[src/rtl/uart_reg_engine_pkg.sv]
// uart_reg_engine_pkg: shared opcodes, status codes, FSM state type and helpers
//   for the UART register engine and its response serialiser.
package uart_reg_engine_pkg;

    localparam logic [7:0] OP_READ  = 8'h01;
    localparam logic [7:0] OP_WRITE = 8'h02;

    localparam logic [7:0] ST_OK      = 8'h00;
    localparam logic [7:0] ST_CSUM    = 8'h01;
    localparam logic [7:0] ST_OPC     = 8'h02;
    localparam logic [7:0] ST_TIMEOUT = 8'h03;

    localparam logic [7:0] DEF_CMD_SYNC = 8'hA5;
    localparam logic [7:0] DEF_RSP_SYNC = 8'h5A;

    typedef enum logic [2:0] {
        S_HUNT, S_OPC, S_ADDR, S_DATA, S_CSUM, S_BUS, S_RSP
    } state_t;

    // XOR of all four bytes; narrower values are zero-extended by the caller.
    function automatic logic [7:0] xor_bytes(input logic [31:0] v);
        return v[7:0] ^ v[15:8] ^ v[23:16] ^ v[31:24];
    endfunction

    function automatic logic [15:0] sat_inc(input logic [15:0] v);
        return &v ? v : v + 16'd1;
    endfunction

endpackage

[src/rtl/uart_frame_tx_ser.sv]
// uart_frame_tx_ser: serialises one response frame (sync, status, data, checksum)
//   clk, rst        : clock, synchronous active-high reset
//   start           : one-cycle load of status/data/with_data
//   status, data    : response contents; data is sent big-endian when with_data=1
//   tx_valid/ready  : byte handshake towards the TX FIFO, tx_data held until taken
//   done            : high in the cycle the final checksum byte is accepted
module uart_frame_tx_ser
    import uart_reg_engine_pkg::*;
#(
    parameter int unsigned DATA_BYTES = 1,
    parameter logic [7:0]  RSP_SYNC   = DEF_RSP_SYNC
) (
    input  logic                    clk,
    input  logic                    rst,
    input  logic                    start,
    input  logic [7:0]              status,
    input  logic [8*DATA_BYTES-1:0] data,
    input  logic                    with_data,
    input  logic                    tx_ready,
    output logic                    tx_valid,
    output logic [7:0]              tx_data,
    output logic                    done
);
    localparam int DW = 8 * DATA_BYTES;

    logic [2:0]    idx;
    logic [2:0]    nxt;
    logic [2:0]    last;
    logic [DW-1:0] sh;
    logic [7:0]    st;
    logic [7:0]    cs;
    logic          wd;

    // Byte positions: 0 sync, 1 status, 2.. data, last checksum.
    assign nxt  = idx + 3'd1;
    assign last = wd ? 3'(DATA_BYTES + 2) : 3'd2;
    assign done = tx_valid && tx_ready && idx == last;

    always_ff @(posedge clk) begin
        if (rst) begin
            tx_valid <= 1'b0;
            tx_data  <= '0;
            idx      <= '0;
            sh       <= '0;
            st       <= '0;
            cs       <= '0;
            wd       <= 1'b0;
        end else if (start) begin
            tx_valid <= 1'b1;
            tx_data  <= RSP_SYNC;
            idx      <= '0;
            sh       <= data;
            st       <= status;
            wd       <= with_data;
            cs       <= status ^ (with_data ? xor_bytes(32'(data)) : 8'h00);
        end else if (tx_valid && tx_ready) begin
            idx <= nxt;
            if (done) begin
                tx_valid <= 1'b0;
            end else if (nxt == 3'd1) begin
                tx_data <= st;
            end else if (nxt == last) begin
                tx_data <= cs;
            end else begin
                tx_data <= sh[DW-1 -: 8];
                sh      <= sh << 8;
            end
        end
    end

endmodule

[src/rtl/uart_reg_engine.sv]
// uart_reg_engine: parses framed UART commands, runs one bus access, returns a framed response
//   clk, rst                 : clock, synchronous active-high reset
//   rx_valid/rx_data/rx_ready: command byte stream from the RX FIFO
//   tx_valid/tx_data/tx_ready: response byte stream to the TX FIFO
//   bus_*                    : req/ack register bus, bus_ack is a single-cycle completion
//   busy                     : high whenever not hunting for a sync byte
//   err_count                : saturating count of non-OK responses plus RX timeouts
module uart_reg_engine
    import uart_reg_engine_pkg::*;
#(
    parameter int unsigned ADDR_BYTES  = 1,
    parameter int unsigned DATA_BYTES  = 1,
    parameter logic [7:0]  CMD_SYNC    = DEF_CMD_SYNC,
    parameter logic [7:0]  RSP_SYNC    = DEF_RSP_SYNC,
    parameter int unsigned RX_TIMEOUT  = 100000,
    parameter int unsigned BUS_TIMEOUT = 255
) (
    input  logic                    clk,
    input  logic                    rst,
    input  logic                    rx_valid,
    input  logic [7:0]              rx_data,
    output logic                    rx_ready,
    output logic                    tx_valid,
    output logic [7:0]              tx_data,
    input  logic                    tx_ready,
    output logic                    bus_req,
    output logic                    bus_we,
    output logic [8*ADDR_BYTES-1:0] bus_addr,
    output logic [8*DATA_BYTES-1:0] bus_wdata,
    input  logic                    bus_ack,
    input  logic [8*DATA_BYTES-1:0] bus_rdata,
    output logic                    busy,
    output logic [15:0]             err_count
);
    localparam int AW  = 8 * ADDR_BYTES;
    localparam int DW  = 8 * DATA_BYTES;
    localparam int RTW = $clog2(RX_TIMEOUT + 1);
    localparam int BTW = $clog2(BUS_TIMEOUT + 1);

    state_t         state;
    logic [1:0]     cnt;
    logic [7:0]     opc;
    logic [7:0]     csum;
    logic [AW-1:0]  addr;
    logic [DW-1:0]  wdata;
    logic [RTW-1:0] rx_tmr;
    logic [BTW-1:0] bus_tmr;
    logic [7:0]     rsp_status;
    logic [DW-1:0]  rsp_data;
    logic           rsp_wd;
    logic           start;
    logic           done;
    logic           accept;
    logic           in_frame;
    logic           bad_csum;

    assign in_frame = state inside {S_OPC, S_ADDR, S_DATA, S_CSUM};
    assign rx_ready = !rst && (state == S_HUNT || in_frame);
    assign accept   = rx_valid && rx_ready;
    assign busy     = state != S_HUNT;
    assign bad_csum = rx_data != csum;

    always_ff @(posedge clk) begin
        if (rst) begin
            state      <= S_HUNT;
            cnt        <= '0;
            opc        <= '0;
            csum       <= '0;
            addr       <= '0;
            wdata      <= '0;
            rx_tmr     <= '0;
            bus_tmr    <= '0;
            bus_req    <= 1'b0;
            bus_we     <= 1'b0;
            bus_addr   <= '0;
            bus_wdata  <= '0;
            rsp_status <= '0;
            rsp_data   <= '0;
            rsp_wd     <= 1'b0;
            start      <= 1'b0;
            err_count  <= '0;
        end else begin
            start  <= 1'b0;
            rx_tmr <= accept ? '0 : rx_tmr + 1'b1;
            case (state)
                S_HUNT: begin
                    rx_tmr <= '0;
                    if (accept && rx_data == CMD_SYNC) state <= S_OPC;
                end
                S_OPC: if (accept) begin
                    opc   <= rx_data;
                    csum  <= rx_data;
                    cnt   <= '0;
                    state <= S_ADDR;
                end
                S_ADDR: if (accept) begin
                    addr <= AW'({addr, rx_data});
                    csum <= csum ^ rx_data;
                    cnt  <= cnt + 2'd1;
                    if (cnt == 2'(ADDR_BYTES - 1)) begin
                        cnt   <= '0;
                        state <= opc == OP_WRITE ? S_DATA : S_CSUM;
                    end
                end
                S_DATA: if (accept) begin
                    wdata <= DW'({wdata, rx_data});
                    csum  <= csum ^ rx_data;
                    cnt   <= cnt + 2'd1;
                    if (cnt == 2'(DATA_BYTES - 1)) begin
                        cnt   <= '0;
                        state <= S_CSUM;
                    end
                end
                S_CSUM: if (accept) begin
                    if (bad_csum || (opc != OP_READ && opc != OP_WRITE)) begin
                        rsp_status <= bad_csum ? ST_CSUM : ST_OPC;
                        rsp_wd     <= 1'b0;
                        start      <= 1'b1;
                        err_count  <= sat_inc(err_count);
                        state      <= S_RSP;
                    end else begin
                        bus_req   <= 1'b1;
                        bus_we    <= opc == OP_WRITE;
                        bus_addr  <= addr;
                        bus_wdata <= wdata;
                        bus_tmr   <= '0;
                        state     <= S_BUS;
                    end
                end
                S_BUS: begin
                    bus_tmr <= bus_tmr + 1'b1;
                    if (bus_ack || bus_tmr == BTW'(BUS_TIMEOUT - 1)) begin
                        bus_req    <= 1'b0;
                        rsp_status <= bus_ack ? ST_OK : ST_TIMEOUT;
                        rsp_data   <= bus_ack ? bus_rdata : '0;
                        rsp_wd     <= opc == OP_READ;
                        start      <= 1'b1;
                        state      <= S_RSP;
                        if (!bus_ack) err_count <= sat_inc(err_count);
                    end
                end
                S_RSP: if (done) state <= S_HUNT;
                default: state <= S_HUNT;
            endcase
            // Abandon a stalled frame silently; only the error counter records it.
            if (in_frame && !accept && rx_tmr == RTW'(RX_TIMEOUT - 1)) begin
                state     <= S_HUNT;
                err_count <= sat_inc(err_count);
            end
        end
    end

    uart_frame_tx_ser #(
        .DATA_BYTES(DATA_BYTES),
        .RSP_SYNC  (RSP_SYNC)
    ) u_ser (
        .clk      (clk),
        .rst      (rst),
        .start    (start),
        .status   (rsp_status),
        .data     (rsp_data),
        .with_data(rsp_wd),
        .tx_ready (tx_ready),
        .tx_valid (tx_valid),
        .tx_data  (tx_data),
        .done     (done)
    );

endmodule

[config.mk]
export PLATFORM = sky130hd
export DESIGN_NAME = uart_reg_engine
export DESIGN_NICKNAME = d
export VERILOG_FILES = /design/src/rtl/uart_reg_engine_pkg.sv /design/src/rtl/uart_frame_tx_ser.sv /design/src/rtl/uart_reg_engine.sv
export SDC_FILE = /design/constraint.sdc
export NUM_CORES = 1
export LEC_CHECK = 0
export BUFFER_PORTS_ARGS = -buffer_cell sky130_fd_sc_hd__buf_4
export CORE_AREA = 8 8 110 187
export CTS_BUF_LIST = sky130_fd_sc_hd__clkbuf_4
export DETAILED_ROUTE_END_ITERATION = 12
export DIE_AREA = 0 0 118 195
export PLACE_DENSITY_LB_ADDON = 0.2
export SLEW_MARGIN = 20
export SYNTH_ARGS = -nofsm -noshare
export SYNTH_HDL_FRONTEND = slang
export SYNTH_SLANG_ARGS = --single-unit
[constraint.sdc]
create_clock -name clk -period 3.4 [get_ports clk]
set_input_delay 0.68 -clock clk [delete_from_list [all_inputs] [get_ports clk]]
set_output_delay 0.68 -clock clk [all_outputs]
set_load 0.02 [all_outputs]
==> reports/metrics.yaml <==
outcome:
  status: "complete, no violations"
clocking:
  cts_resized: 0
  cts_root_buf: "clkbuf_4"
  clock_latency_ps: 550
  numCtsBuffers: 17
  path_clk_slew_ps: 160
  cts_tree: "yes"
  hold_buffers: 0
  cts.sinks: 139
  cts-htree-levels: 4
  cts.path.max_buffers: 2
  postCtsSetupRepairBufs: 0
critical_path:
  rrSetupSlack_ps: 690
  crit_type: "reg -> reg"
  critPathBufInv: 1
  arrival_ps: 3170
  ff2ff_path_depth: 7
  cp-end-kind: "flip-flop"
  r2r_end: "err_count[10]"
  r2r_start: "opc[2]"
  startpoint_type: "flip-flop"
  required_ps: 3850
  slowest_delay_ps: 550
  cp_cell_sequence: "nor4_1 > nand3_1 > or4_4 > a21oi_4 > buf_4 > o31ai_1 > a21oi_1"
  critPathTopFamily: "simple AND/OR/NAND/NOR gates"
  crit_fanout: 18
  cp_slowest_cell: "nor4_1"
finish:
  multi_input_area_mm2: 0.00316
  syn_to_final_growth_pct: 16.1
  final_cell_mix: "dfxtp_1 (139), nor2_1 (106), buf_4 (78)"
  layout_commonest_cell: "dfxtp_1"
  ff_latch_area_mm2: 0.00278
  utilization_pct: 39.8
  nNetsFinal: 768
  design_area_mm2: 0.00716
  final_layout_size_suffix_gt1_share_pct: 18.9
  nFillCells: 1807
logic_synthesis:
  syn-num-nets: 709
  synth_seq_area_share_pct: 45.1
  syn_avg_cell_area_um2: 9.07
  synth-xor-area-share_pct: 4.69
  synth_top_family_by_area: "simple AND/OR/NAND/NOR gates"
  async_flop_share_pct: 0
  ys_seq_elements: 139
  synth-compound-area-share_pct: 13.6
  synth-adder-area-share_pct: 1.62
  synth_edf_count: 0
  synthCells: 680
  synth.area.mux_share_pct: 9.54
  yosysWarnings: 0
  synth-simple-area-share_pct: 21.8
  ys.flop_type: "dfxtp_1"
  post_synth_num_cell_types: 61
  synth_area_mm2: 0.00616
power:
  ir_drop_mv: 0.239
  power_density_mw_per_mm2: 391
  p_leak_nw: 2.71
timing:
  worst_pin_slew_ps: 858
  hold_viol: 0
  clock.fmax_ghz: 0.368
  setup_slack_ps: 686
  rsz0062_at_grt: "false"
  drv_slew: 0
  setup_viol: 0
  slew_headroom_pct: 42.8
  tns_ps: 0
  timing.final.crit_share_pct: 79.8
  skew_ps: 27.7
  layout_min_cycle_time_ps: 2710
  whs_ps: 369
die:
  rows: 65
  dieArea_mm2: 0.0230
  fp.coreArea_mm2: 0.0180
  die_h_um: 195
  io_pins: 66
  start_util_pct: 34.3
  die_x_um: 118
global_route:
  antenna_found_initial: 1
  grt-ovfl-total: 0
  grt_pass1_wl_um: 25900
  grt_pass1_vias: 5260
  grt_max_degree: 75
  track_usage_pct: 13.6
drt:
  routedWlPerCell_um: 15.5
  wl_um: 15300
  avgViaCountPerCell: 5.15
  drc: 0
  ant_nets: 0
  dr.pass1.iters: 4
  vias: 5087
  drt_iter0_markers: 286
placement:
  gp_congestion: 0.821
  io_buffers: 65
  dp_hpwl_um: 11100
  pre_cts_ws_ps: 264
  dpl_cell_area_mm2: 0.00687
run:
  maxCapViolCount: 0
hold_path:
  hp-start: "bus_rdata[2]"
  worstHoldPathType: "in -> reg"
  hold_depth: 3
  whs_endpoint: "rsp_data[2]"
## cells by family after synthesis
group | Yosys count
muxes | 57
AOI/OAI and AO/OA | 123
DFF | 139
xor gates and xnor gates | 33
and+or+nand+nor | 268
buffers and inverters | 52
adders and majority gates | 8
## final cells by class
type,instances,share of cell area [%]
Multi-Input combinational cell,489,44.1
Timing Repair Buffer,78,8.18
Tap cell,234,4.09
Inverter,14,0.734
Clock buffer,17,1.78
Sequential cell,139,38.9
Clock inverter,15,2.17
Antenna cell,1,0.0350
## cells in the mapped netlist (3+ instances only)
cell type / n / area share [%]
mux2_2: 6 / 1.1
inv_1: 14 / 0.85
or4_1: 10 / 1.2
nand2b_1: 12 / 1.2
ha_1: 8 / 1.6
dfxtp_1: 139 / 45
a22oi_1: 11 / 1.3
or2_2: 4 / 0.41
nand4_1: 10 / 1.0
o31ai_1: 11 / 1.3
a21oi_1: 36 / 2.9
a22o_1: 8 / 1.1
xor2_1: 25 / 3.6
nand3_1: 29 / 2.4
o211ai_1: 8 / 0.97
and3_1: 7 / 0.71
clkbuf_1: 29 / 1.8
a221oi_1: 4 / 0.57
nand2_1: 42 / 2.6
nor2b_1: 6 / 0.61
nor4_1: 3 / 0.30
a21oi_2: 8 / 1.1
or4_4: 3 / 0.55
mux2i_1: 49 / 8.0
nor3_1: 12 / 0.97
or3_1: 7 / 0.71
o21ai_0: 15 / 1.2
nor2_1: 106 / 6.5
buf_2: 3 / 0.24
a211oi_1: 5 / 0.61
buf_1: 3 / 0.18
xnor2_1: 8 / 1.1
## state kept, by name, indices dropped and copies added (netlist names), 8 cells and up
register and flops:
u_ser.tx_data 8, rx_tmr 17, u_ser.cs 8, rsp_data 8, bus_wdata 8, u_ser.sh 8, bus_tmr 8, wdata 8
addr 8, csum 8, opc 8, bus_addr 8, err_count 16
## per-layer routing
layer	global-route usage (%)	share of wire (%)	up-vias
met5	0	0	-
met4	5.68	2.3	0
met3	2.89	2.9	22
met2	25.5	54	82
met1	14.4	41	2438
li1	-	-	2545
## through the flow
stage,std cells,total power [mW]
2_1_floorplan,680,1.70
3_3_place_gp,954,1.74
3_5_place_dp,954,1.74
4_1_cts,986,2.84
5_1_grt,987,2.92
6_report,987,2.80
## worst max-delay path by stage
stage,end,depth (start not counted),from,slack (ps)
2_1_floorplan,err_count[5],7,rx_data[5],610
6_report,err_count[10],7,opc[2],690
3_5_place_dp,err_count[6],7,rx_data[5],260
5_1_grt,err_count[10],7,opc[2],440
4_1_cts,err_count[10],7,opc[2],650
3_3_place_gp,err_count[5],7,rx_data[5],270
## tightest hold or removal path, cell delays in order
cell and delay (ps):
buf_4 80, a22oi_1 50, nor2_1 70
## report_power, final
part / switching [mW] / internal (mW) / total (mW) / leakage (nW)
sequential: 0.0000760 / 1.63 / 1.63 / 1.12
combinational: 0.0504 / 0.0256 / 0.0760 / 1.44
clock: 0.699 / 0.393 / 1.09 / 0.149
No activity file was read; power rests on OpenSTA's default activity.
